<file path="src/rtl/neuron_accumulator.sv">
// Per-lane signed accumulator: sums NP consecutive input beats of NC lanes and
// presents the full-width result vector on a valid/ready output.
module neuron_accumulator #(
  parameter int unsigned NP    = 4,
  parameter int unsigned NC    = 4,
  parameter int unsigned WF    = 4,
  parameter string       BURST = "yes"
) (
  input  logic                               iCLK,
  input  logic                               iRST,
  input  logic                               iValid_AM_Prod0,
  output logic                               oReady_AM_Prod0,
  input  logic [NC*WF-1:0]                   iData_AM_Prod0,
  output logic                               oValid_BM_Accum0,
  input  logic                               iReady_BM_Accum0,
  output logic [NC*($clog2(NP)+WF)-1:0]      oData_BM_Accum0
);

  localparam int unsigned CW       = $clog2(NP);
  localparam int unsigned WA       = CW + WF;
  localparam bit          BURST_EN = (BURST == "yes");

  typedef enum logic {ACCUM, HOLD} state_t;

  state_t          r_state;
  logic [CW-1:0]   r_cnt;
  logic            r_valid;
  logic [WA-1:0]   r_acc  [NC];
  logic [WA-1:0]   w_sext [NC];
  logic            w_in_xfer;
  logic            w_out_xfer;

  // Sign-extend each incoming lane product to accumulator width
  always_comb begin
    for (int c = 0; c < NC; c++) begin
      w_sext[c] = {{CW{iData_AM_Prod0[c*WF+WF-1]}}, iData_AM_Prod0[c*WF +: WF]};
    end
  end

  // In burst mode a held result can be drained and replaced in the same cycle
  assign oReady_AM_Prod0  = (r_state == ACCUM) || (BURST_EN && iReady_BM_Accum0);
  assign oValid_BM_Accum0 = r_valid;
  assign w_in_xfer        = iValid_AM_Prod0 && oReady_AM_Prod0;
  assign w_out_xfer       = r_valid && iReady_BM_Accum0;

  for (genvar c = 0; c < NC; c++) begin : g_out
    assign oData_BM_Accum0[c*WA +: WA] = r_acc[c];
  end

  always_ff @(posedge iCLK) begin
    if (iRST) begin
      r_state <= ACCUM;
      r_cnt   <= '0;
      r_valid <= 1'b0;
      for (int c = 0; c < NC; c++) r_acc[c] <= '0;
    end else begin
      case (r_state)
        ACCUM: begin
          if (w_in_xfer) begin
            // First beat of a vector overwrites the previous sum
            for (int c = 0; c < NC; c++) begin
              r_acc[c] <= (r_cnt == '0) ? w_sext[c] : WA'(r_acc[c] + w_sext[c]);
            end
            if (r_cnt == CW'(NP - 1)) begin
              r_cnt   <= '0;
              r_state <= HOLD;
              r_valid <= 1'b1;
            end else begin
              r_cnt <= CW'(r_cnt + CW'(1));
            end
          end
        end
        HOLD: begin
          if (w_out_xfer) begin
            r_state <= ACCUM;
            r_valid <= 1'b0;
            if (w_in_xfer) begin
              for (int c = 0; c < NC; c++) r_acc[c] <= w_sext[c];
              r_cnt <= CW'(1);
            end else begin
              r_cnt <= '0;
            end
          end
        end
        default: r_state <= ACCUM;
      endcase
    end
  end

endmodule

</file>
<file path="config.mk">
export PLATFORM = sky130hd
export DESIGN_NAME = neuron_accumulator
export DESIGN_NICKNAME = d
export VERILOG_FILES = /design/src/rtl/neuron_accumulator.sv
export SDC_FILE = /design/constraint.sdc
export NUM_CORES = 1
export LEC_CHECK = 0
export CAP_MARGIN = 5
export CORE_MARGIN = 3
export CORE_UTILIZATION = 64
export CTS_CLUSTER_SIZE = 16
export DETAILED_ROUTE_END_ITERATION = 16
export DONT_BUFFER_PORTS = 1
export PLACE_DENSITY_LB_ADDON = 0.1
export SLEW_MARGIN = 40
export SYNTH_ARGS = -nofsm -noshare
export SYNTH_HDL_FRONTEND = slang
export SYNTH_SLANG_ARGS = --single-unit
</file>
<file path="constraint.sdc">
create_clock -name iCLK -period 2.7 [get_ports iCLK]
set_clock_uncertainty 0.2 [all_clocks]
set_input_delay 0.54 -clock iCLK [delete_from_list [all_inputs] [get_ports iCLK]]
set_output_delay 0.54 -clock iCLK [all_outputs]
set_load 0.05 [all_outputs]
</file>
# After elaboration in Yosys (flattened, before gate mapping)
# Memory sizes are Yosys's and may differ from the RTL's.
# Cells that the tools add are included.
# totals
register_bits,4
mem_bits_rw,24
n_memories,1
output_inout_bits,26
# mem_list
name,words,word_bits,rd,rd_ports_with_merged_regs,wr,line_no,rtl
r_acc,4,6,4,0,4,28,logic [WA-1:0] r_acc [NC];
# op_classes
n_eq_ne,4
mux,35
n_bitwise,9
addsub,5
reduce_logical,6
# ops
operator,count
2-to-1 mux 6 bit,12
adder 6 bit,4
2-to-1 mux 1 bit,17
OR 1 bit,8
2-to-1 mux 2 bit,3
"inequality test 2 x 1 -> 1 bit, second input constant",2
case mux 1 bit (2 select lines),2
case mux 2 bit (2 select lines),1
AND reduction 3 bit,1
"adder 2 x 1 -> 2 bit, second input constant",1
"== test 2 bit, second input constant",1
logical AND 1 bit,2
zero test 2 bit,1
"inequality test 2 bit, second input constant",1
AND reduction 2 bit,1
logical OR 1 bit,1
inverter 1 bit,1

# Logic depth before layout (Yosys ltp)
# Gate-level depths: netlist of the first run.
# logic_depth
word_depth,9
mapped_depth,8
depth_no_buf,8

# Worst setup path after synthesis of the first run
# OpenSTA, ideal clock, no wires.
# synth_timing
path_kind,reg2reg
startpoint,memory r_acc[0][4] (netlist name)
endpoint,"memory r_acc[0][5] (netlist name), data pin"
arrival_time_ns,2.129
setup_time_ns,0.254
slack_ns,0.117
path_stages_with_launch,7
path_buffers,0
period_less_slack_ns,2.583
cell_sequence,edfxtp_1 > ha_1 > or4b_2 > o311ai_0 > nor3_1 > a21o_1 > a21o_1
# synth_rtl
element,line_no
start: declaration,28

==> results of run 1 <==
==> through the flow <==
step                      setup WS [ns]  utilization (%)  instances  area (sq um)
after global placement            0.240             76.9        299          2440
final                             0.172             77.7        303          2470
after floorplan                   0.117                -        234          2210
after detailed placement          0.160             76.9        299          2440
after global routing             0.0554             77.7        303          2470
after CTS                         0.170             77.7        303          2470
==> worst register-to-register path: stages, from the launching register on <==
cell and delay, ns:
edfxtp_1 0.65, ha_1 0.39, a211oi_1 0.44, o21a_1 0.20, nor3_1 0.06, a21o_1 0.19
a21o_1 0.17
==> registers in the layout (all words and copies together), names as in the netlist <==
signal,count
r_acc,24
r_cnt,2
oValid_BM_Accum0,1
r_state,1
==> kinds of logic after synthesis <==
family	Yosys count	synth area share (%)
DFF	28	36.3
adders and majority gates	26	16.1
buffers and inverters	25	4.37
muxes	1	0.454
and+or+nand+nor	75	18.2
AOI/OAI and AO/OA	72	21.8
xor gates and xnor gates	7	2.78
==> placed cells by master, fill, tap and decap left out, types with 7 or more instances in the layout <==
| cell type | Yosys | routed |
|---|---|---|
| a21o_1 | 14 | 14 |
| inv_1 | 18 | 18 |
| nor3_1 | 7 | 7 |
| o21ai_0 | 13 | 13 |
| nand2_1 | 26 | 26 |
| ha_1 | 22 | 22 |
| buf_4 | 0 | 28 |
| edfxtp_1 | 24 | 24 |
| a21oi_1 | 17 | 17 |
| a211oi_1 | 8 | 8 |
| nor2_1 | 12 | 12 |
==> how the worst min path moves through the flow <==
| stage | startpoint | to | cells past startpoint |
|---|---|---|---|
| 4_1_cts | iRST | r_cnt[0] | 1 |
| 2_1_floorplan | r_cnt[0] | r_cnt[0] | 2 |
| 6_report | iRST | r_cnt[0] | 1 |
| 3_3_place_gp | r_cnt[0] | r_cnt[0] | 2 |
| 3_5_place_dp | r_cnt[0] | r_cnt[0] | 2 |
| 5_1_grt | iRST | oValid_BM_Accum0 | 1 |
==> area by class of cell <==
cell class,instances,area (sq um)
sequential,28,801
timing repair buffer,28,210
fill,239,709
tap,44,55.1
clock buffer,4,26.3
inverter,18,67.6
multi-input combinational,181,1310
==> report_power, final <==
part	internal [mW]	switching [mW]	leakage, nW	total, mW
clock	0.0578	0.120	0.0150	0.178
sequential	0.514	0.0490	0.297	0.563
combinational	0.174	0.289	0.787	0.462
==> layer usage <==
layer	vias up	global-route usage [%]	wire length, microns
met1	900	31.0	2040
met5	-	0	0
li1	925	-	-
met3	6	4.33	291
met2	64	45.7	2660
met4	0	6.33	39
==> qor.yml, run 1 <==
outcome:
  status: "completed"
clock_tree:
  post_cts_buffers: 0
  hold_buffers: 0
  cts_max_level: 1
  ctsRootBufferMaster: "clkbuf_4"
  path_clk_slew_ns: 0.15
  insertion_delay_ns: 0.32
  cts.sink_count: 28
  clock_path_buffers: 2
  numCtsBuffers: 3
  cts_tree: "yes"
  post_cts_resized: 0
critical_path:
  path_depth: 6
  r2r-start: "r_acc[2][1]"
  critPathKind: "reg -> reg"
  crit_top_cell: "a21o_1"
  worstPathCellList: "ha_1 > a211oi_1 > o21a_1 > nor3_1 > a21o_1 > a21o_1"
  r2r-end: "r_acc[2][5]"
  path_buf_inv: 0
  endpoint: "r_acc[2][5]"
  worst_r2r_path_depth: 6
  cp.required_ns: 2.59
  start_kind: "flip-flop"
  rrSetupSlack_ns: 0.17
  startpoint: "r_acc[2][1]"
  slowest_stage: "edfxtp_1"
  cp-end-kind: "flip-flop"
  worst-path-max-fanout: 3
  arrival_ns: 2.42
  slowest_delay_ns: 0.65
  cp_top_family: "compound AO/OA/AOI/OAI gates"
synthesis:
  ys_top_cells_by_area: "edfxtp_1 33%, ha_1 12%, a21o_1 4.8%, nand2_1 4.4%, a21oi_1 3.9%"
  ys_seq_elements: 28
  async_flop_share_pct: 0
  syn_area_sq_mm: 0.00221
  yosys_warnings: 0
  ys.flop_type: "edfxtp_1"
  synth_edf_count: 24
  syn_inst: 234
  avgSynthCellArea_sq_um: 9.43
  yosysMostFrequentCell: "nand2_1"
  yosys.area.top_type_share_pct: 32.7
  synth.distinct_cells: 41
  seq_area_frac_synth_pct: 36.3
  synth_top_cell_by_area: "edfxtp_1"
  synth_common_cells: "26 x nand2_1, 24 x edfxtp_1, 22 x ha_1"
  synth_nets: 280
finish:
  syn2layout_area_growth_pct: 11.9
  diodes: 0
  drive_above_1_share_pct: 13.9
  nets: 306
timing:
  max-slew-margin-rel_pct: 60.2
  rsz0062_at_grt: "no"
  fin_hold_ws_ns: 0.0681
  fin_crit_sh_pct: 93.6
  max_freq_ghz: 0.396
  max_slew.worst_pin.slew_ns: 0.597
  hold_viol: 0
  finalCriticalPeriod_ns: 2.53
  setup_viol: 0
  fin_tns_setup_ns: 0
  drv_slew: 0
floorplanning:
  die_w_microns: 64.7
  start_util_pct: 69.4
  core-area_sq_mm: 0.00318
  rows: 20
  fp.dieArea_sq_mm: 0.00419
  ios: 46
  die_y_microns: 64.7
power_and_ir_drop:
  power_mw: 1.20
  leakagePower_nw: 1.10
  power_density_mw_per_mm2: 487
  vdd_ir_drop_max_mv: 0.328
drt:
  route.detailed.drc: 0
  wl_per_cell_microns: 16.6
  vias: 1895
  ant_nets: 0
  via_per_inst: 6.25
  drtPass1Iterations: 4
  routed_wl_mm: 5.02
  drt_iter0_drc: 127
grt:
  grt_max_degree: 16
  gr-usage-all-layers_pct: 25.3
  grt_pass1_vias: 1912
  grt_pass1_wl_mm: 8.47
  grt_remaining_overflow: 0
  antenna_found_initial: 0
job:
  max_cap_viol_count: 0
place:
  gp_congestion: 0.861
  place.port_buffers: 0
  hpwlAfterDp_mm: 3.95
hold_path:
  hold_class: "in -> reg"
No activity file was read; power rests on OpenSTA's default activity.
==> run 2: changes to the inputs <==
--- a/config.mk
+++ b/config.mk
@@ -7,7 +7,8 @@
 export LEC_CHECK = 0
 export CAP_MARGIN = 5
 export CORE_MARGIN = 3
-export CORE_UTILIZATION = 64
+export CORE_UTILIZATION = 60
+export CTS_BUF_LIST = sky130_fd_sc_hd__clkbuf_8
 export CTS_CLUSTER_SIZE = 16
 export DETAILED_ROUTE_END_ITERATION = 16
 export DONT_BUFFER_PORTS = 1
==> constraint.sdc (replaced) <==
create_clock -name iCLK -period 2.02 [get_ports iCLK]
set_clock_uncertainty 0.2 [all_clocks]
set_input_delay 0.404 -clock iCLK [delete_from_list [all_inputs] [get_ports iCLK]]
set_output_delay 0.404 -clock iCLK [all_outputs]
set_load 0.05 [all_outputs]
==> qor.yml, run 2 (synthesis results as in run 1) <==
power_and_ir_drop:
  clkPwrFrac_pct: 22.3  # was 14.8%
  power_density_mw_per_mm2: 671  # was 487 mW/mm^2
  vdd_ir_drop_max_mv: 0.534  # was 0.328 mV
  intPower_mw: 1.32  # was 0.745 mW
  seqPwrFrac_pct: 35.8  # was 46.8%
  leakagePower_nw: 1.31  # was 1.10 nW
  combPwrFrac_pct: 41.8  # was 38.4%
  switching_share_pct: 35.6  # was 38.1%
  power.switching_mw: 0.728  # was 0.458 mW
floorplanning:
  ios: 46  # unchanged
  core-area_sq_mm: 0.00344  # was 0.00318 sq mm
  die_w_microns: 66.6  # was 64.7 microns
  start_util_pct: 64.1  # was 69.4%
  fp.dieArea_sq_mm: 0.00444  # was 0.00419 sq mm
  rows: 21  # was 20
  die_y_microns: 66.6  # was 64.7 microns
timing:
  fin_tns_setup_ns: -0.431  # was 0 ns
  drv_slew: 0  # unchanged
  hold_viol: 0  # unchanged
  setup_viol: 4  # was 0
  fin_ws_ns: -0.197  # was 0.172 ns
  fin_crit_sh_pct: 110  # was 93.6%
  max_slew.worst_pin.slew_ns: 0.524  # was 0.597 ns
  max-slew-margin-rel_pct: 65.2  # was 60.2%
  max_freq_ghz: 0.451  # was 0.396 GHz
  finalCriticalPeriod_ns: 2.22  # was 2.53 ns
  rsz0062_at_grt: "yes"  # was no
drt:
  routed_wl_mm: 6.41  # was 5.02 mm
  vias: 2142  # was 1,895
  drt-met1-wl_mm: 2.49  # was 2.04 mm
  via_per_inst: 6.38  # was 6.25
  drtPass1Iterations: 4  # unchanged
  wl_met3_microns: 381  # was 291 microns
  route.detailed.drc: 0  # unchanged
  drt_iter0_drc: 164  # was 127
  ant_nets: 0  # unchanged
  routed-wl-met2_mm: 3.30  # was 2.66 mm
  wl_per_cell_microns: 19.1  # was 16.6 microns
  top_layer: "met4"  # unchanged
clock_tree:
  cts_tree: "yes"  # unchanged
  cts_max_level: 1  # unchanged
  insertion_delay_ns: 0.28  # was 0.32 ns
  clock_path_buffers: 2  # unchanged
  path_clk_slew_ns: 0.10  # was 0.15 ns
  ctsRootBufferMaster: "clkbuf_8"  # was clkbuf_4
  cts.sink_count: 28  # unchanged
  numCtsBuffers: 3  # unchanged
critical_path:
  cp.required_ns: 1.96  # was 2.59 ns
  cp-end-kind: "flip-flop"  # unchanged
  arrival_ns: 2.16  # was 2.42 ns
  worstPathCellList: "ha_4 > o21a_1 > a211oi_2 > or4_4 > a211o_1 > o21ai_2"  # was ha_1 > a211oi_1 > o21a_1 > nor3_1 > a21o_1 > a21o_1
  start_kind: "flip-flop"  # unchanged
  cp_top_family: "compound AO/OA/AOI/OAI gates"  # unchanged
  slowest_delay_ns: 0.49  # was 0.65 ns
  path_buf_inv: 0  # unchanged
  worst-path-max-fanout: 2  # was 3
  critPathKind: "reg -> reg"  # unchanged
  rrSetupSlack_ns: -0.20  # was 0.17 ns
  slowest_stage: "or4_4"  # was edfxtp_1
finish:
  syn2layout_area_growth_pct: 38.3  # was 11.9%
  reg.largest.list: "r_acc x24, r_cnt x2"  # unchanged
  drive_above_1_share_pct: 38.6  # was 13.9%
  regMostFlops: "r_acc"  # unchanged
  nets: 337  # was 306
  fillCellCount: 142  # was 239
  final_cell_mix: "54 x buf_4, 26 x nand2_1, 24 x edfxtp_1"  # was 28 x buf_4, 26 x nand2_1, 24 x edfxtp_1
  final_area_sq_mm: 0.00305  # was 0.00247 sq mm
  layout_commonest_cell: "buf_4"  # unchanged
  largest_reg_flops: 24  # unchanged
  diodes: 0  # unchanged
hold_path:
  hold_class: "in -> reg"  # unchanged
place:
  hpwlAfterDp_mm: 4.24  # was 3.95 mm
  place.port_buffers: 0  # unchanged
  place_area_sq_mm: 0.00273  # was 0.00244 sq mm
  gp_congestion: 0.853  # was 0.861
grt:
  grt_max_degree: 17  # was 16
  grt_remaining_overflow: 0  # unchanged
  grt_pass1_wl_mm: 9.47  # was 8.47 mm
  antenna_found_initial: 0  # unchanged
  gr-usage-all-layers_pct: 27.7  # was 25.3%
  grt_pass1_vias: 2068  # was 1,912
job:
  max_cap_viol_count: 0  # unchanged
outcome:
  status: "complete, but fails checks"  # was completed
  violations: "setup timing"
[run 2: power groups by stage]
| stage | combinational, mW | clock (mW) | sequential (mW) |
|---|---|---|---|
| after floorplan | 0.359 | 0 | 0.898 |
| after global placement | 0.704 | 0 | 0.734 |
| after detailed placement | 0.737 | 0 | 0.738 |
| after CTS | 0.769 | 0.455 | 0.728 |
| after global routing | 0.911 | 0.480 | 0.739 |
| final | 0.856 | 0.457 | 0.733 |
[run 2: final cells by class]
cell class / instances / area (sq um) / area share [%]
multi-input cells: 181 / 1590 / 52.1
flip-flops and latches: 28 / 803 / 26.3
repair buffers: 59 / 460 / 15.1
inverters: 18 / 67.6 / 2.21
well taps: 46 / 57.6 / 1.89
clock buffers: 3 / 41.3 / 1.35
clock inverters: 1 / 30.0 / 0.984
[run 2: through the flow]
| stage | util, % | cells | total power [mW] | hold slack, ns | setup WS, ns |
|---|---|---|---|---|---|
| 6_report | 88.6 | 336 | 2.05 | 0.104 | -0.197 |
| 5_1_grt | 88.6 | 336 | 2.13 | 0.103 | -0.244 |
| 4_1_cts | 84.0 | 330 | 1.95 | 0.0842 | -0.156 |
| 3_5_place_dp | 79.3 | 323 | 1.48 | 0.277 | -0.160 |
| 3_3_place_gp | 79.3 | 323 | 1.44 | 0.276 | -0.0582 |
| 2_1_floorplan | - | 234 | 1.26 | 0.267 | -0.336 |
[run 2: layer usage]
metal  vias to the layer above  track usage, %
li1                        976               -
met1                      1047            32.1
met2                        93            51.1
met3                        26            4.72
met4                         0            8.63
met5                         -               0
[run 2: repair_timing]
item	4_1_cts	5_1_grt
endpoints found under the setup margin	6	12
hold buffers	1	0
endpoints found under the hold margin	4	0
gates resized for setup	12	23
gates cloned	0	0
pin swaps	7	13
buffers inserted	2	6
[run 2: worst paths after layout]
check                                   startpoint          end  depth (start not counted)
worst max register to register         r_acc[1][2]  r_acc[1][5]                          6
worst min-delay path            iData_AM_Prod0[11]  r_acc[2][5]                          1
worst max-delay path                   r_acc[1][2]  r_acc[1][5]                          6
worst min register to register            r_cnt[0]     r_cnt[0]                          3
==> run 3: changes to the inputs <==
--- a/config.mk
+++ b/config.mk
@@ -7,7 +7,7 @@
 export LEC_CHECK = 0
 export CAP_MARGIN = 5
 export CORE_MARGIN = 3
-export CORE_UTILIZATION = 60
+export CORE_UTILIZATION = 55
 export CTS_BUF_LIST = sky130_fd_sc_hd__clkbuf_8
 export CTS_CLUSTER_SIZE = 16
 export DETAILED_ROUTE_END_ITERATION = 16
==> constraint.sdc (replaced) <==
create_clock -name iCLK -period 2.02 [get_ports iCLK]
set_clock_uncertainty 0.2 [all_clocks]
set_input_delay 0.505 -clock iCLK [delete_from_list [all_inputs] [get_ports iCLK]]
set_output_delay 0.505 -clock iCLK [all_outputs]
set_load 0.05 [all_outputs]
==> qor.yml, run 3 (synthesis results as in run 1) <==
outcome:
  status: "complete, but fails checks"  # unchanged
  violations: "setup timing"  # unchanged
timing:
  fin_ws_ns: -0.158  # was -0.197 ns
  finalCriticalPeriod_ns: 2.18  # was 2.22 ns
  hold_viol: 0  # unchanged
  max_slew.worst_pin.slew_ns: 0.366  # was 0.524 ns
  fin_hold_ws_ns: 0.0759  # was 0.104 ns
  fin_tns_setup_ns: -0.248  # was -0.431 ns
  max_freq_ghz: 0.459  # was 0.451 GHz
  setup_viol: 3  # was 4
  rsz0062_at_grt: "yes"  # unchanged
  max-slew-margin-rel_pct: 75.6  # was 65.2%
  fin_crit_sh_pct: 108  # was 110%
  drv_slew: 0  # unchanged
drt:
  routed-wl-met2_mm: 2.98  # was 3.30 mm
  wl_per_cell_microns: 16.6  # was 19.1 microns
  vias: 2002  # was 2,142
  drt-met1-wl_mm: 2.31  # was 2.49 mm
  drtPass1Iterations: 4  # unchanged
  via_per_inst: 5.85  # was 6.38
  ant_nets: 0  # unchanged
  drt_iter0_drc: 88  # was 164
  wl_met3_microns: 305  # was 381 microns
  top_layer: "met4"  # unchanged
  routed_wl_mm: 5.67  # was 6.41 mm
  route.detailed.drc: 0  # unchanged
floorplanning:
  fp.dieArea_sq_mm: 0.00481  # was 0.00444 sq mm
  die_y_microns: 69.3  # was 66.6 microns
  die_w_microns: 69.3  # was 66.6 microns
  start_util_pct: 58.5  # was 64.1%
  ios: 46  # unchanged
  core-area_sq_mm: 0.00377  # was 0.00344 sq mm
  rows: 22  # was 21
grt:
  grt_max_degree: 16  # was 17
  grt_pass1_wl_mm: 9.57  # was 9.47 mm
  antenna_found_initial: 0  # unchanged
  gr-usage-all-layers_pct: 23.8  # was 27.7%
  grt_pass1_vias: 2183  # was 2,068
  grt_remaining_overflow: 0  # unchanged
critical_path:
  slowest_stage: "or4_4"  # unchanged
  cp.required_ns: 1.96  # about the same
  arrival_ns: 2.11  # was 2.16 ns
  start_kind: "flip-flop"  # unchanged
  cp-end-kind: "flip-flop"  # unchanged
  slowest_delay_ns: 0.49  # about the same
  worst-path-max-fanout: 2  # unchanged
  worstPathCellList: "ha_4 > o21a_1 > a211oi_2 > or4_4 > a211o_1 > o21ai_2"  # unchanged
  critPathKind: "reg -> reg"  # unchanged
place:
  pre_cts_ws_ns: -0.280  # was -0.160 ns
  place_area_sq_mm: 0.00278  # was 0.00273 sq mm
  gp_congestion: 0.851  # was 0.853
  dp.cells: 331  # was 323
  place.port_buffers: 0  # unchanged
  hpwlAfterDp_mm: 4.13  # was 4.24 mm
clock_tree:
  numCtsBuffers: 3  # unchanged
  path_clk_slew_ns: 0.09  # was 0.10 ns
  ctsRootBufferMaster: "clkbuf_8"  # unchanged
  clock_path_buffers: 2  # unchanged
  cts.sink_count: 28  # unchanged
  insertion_delay_ns: 0.28  # about the same
  hold_buffers: 0  # was 1
  cts_tree: "yes"  # unchanged
  cts_max_level: 1  # unchanged
finish:
  postLayoutCoreUtil_pct: 81.7  # was 88.6%
  largest_reg_flops: 24  # unchanged
  nets: 341  # was 337
  regMostFlops: "r_acc"  # unchanged
  drive_above_1_share_pct: 39.8  # was 38.6%
  syn2layout_area_growth_pct: 39.6  # was 38.3%
  final_area_sq_mm: 0.00308  # was 0.00305 sq mm
  reg.largest.list: "r_acc x24, r_cnt x2"  # unchanged
  diodes: 0  # unchanged
  fin_cells: 342  # was 336
  layout_commonest_cell: "buf_4"  # unchanged
  final_cell_mix: "61 x buf_4, 26 x nand2_1, 24 x edfxtp_1"  # was 54 x buf_4, 26 x nand2_1, 24 x edfxtp_1
power_and_ir_drop:
  power_density_mw_per_mm2: 617  # was 671 mW/mm^2
  vdd_ir_drop_max_mv: 0.446  # was 0.534 mV
  power_mw: 1.90  # was 2.05 mW
  leakagePower_nw: 1.30  # was 1.31 nW
job:
  max_cap_viol_count: 0  # unchanged
hold_path:
  hold_class: "in -> reg"  # unchanged
[run 3: cell types whose count changed in the layout (fill, tap and decap cells not counted), sizes merged]
cell | before | now
bufinv | 1 | 0
dlygate4sd3 | 1 | 0
clkinv | 0 | 1
buf | 58 | 63
[run 3: metal layers]
layer / vias up / global-route usage [%]
met5: - / 0
met4: 0 / 8.46
met3: 7 / 3.62
met2: 51 / 45.3
met1: 959 / 26.5
li1: 985 / -
[run 3: path summary, 6_finish.rpt]
kind / startpoint / end / slack (ns) / depth (start not counted)
setup / recovery: r_acc[1][2] / r_acc[1][5] / -0.16 / 6
hold / removal: iRST / r_cnt[0] / 0.08 / 1
setup reg to reg: r_acc[1][2] / r_acc[1][5] / -0.16 / 6
hold reg to reg: r_cnt[0] / r_cnt[0] / 0.39 / 3
[run 3: worst max-delay path: cells and delay by family (launching register included)]
| kind | cells | cell delay [ns] |
|---|---|---|
| flip-flops | 1 | 0.45 |
| adder cells (fa/ha/maj) | 1 | 0.29 |
| AND/OR/NAND/NOR | 1 | 0.49 |
| AO/OA/AOI/OAI | 4 | 0.60 |
[run 3: layout make-up]
| class | instances | area [sq um] |
|---|---|---|
| Clock inverter | 1 | 3.75 |
| Sequential cell | 28 | 803 |
| Fill cell | 227 | 691 |
| Timing Repair Buffer | 63 | 480 |
| Inverter | 18 | 72.6 |
| Clock buffer | 3 | 41.3 |
| Multi-Input combinational cell | 181 | 1620 |
| Tap cell | 48 | 60.1 |
[run 3: timing repair]
item | in CTS | in global routing
setup endpoints to repair | 5 | 9
pin swaps | 11 | 17
buffers inserted | 2 | 5
gates resized for setup | 16 | 23
gates cloned | 0 | 0
[run 3: power breakdown]
group          leakage [nW]  internal, mW  switching [mW]
clock                0.0231         0.137           0.179
sequential            0.298         0.687          0.0474
combinational         0.983         0.375           0.475
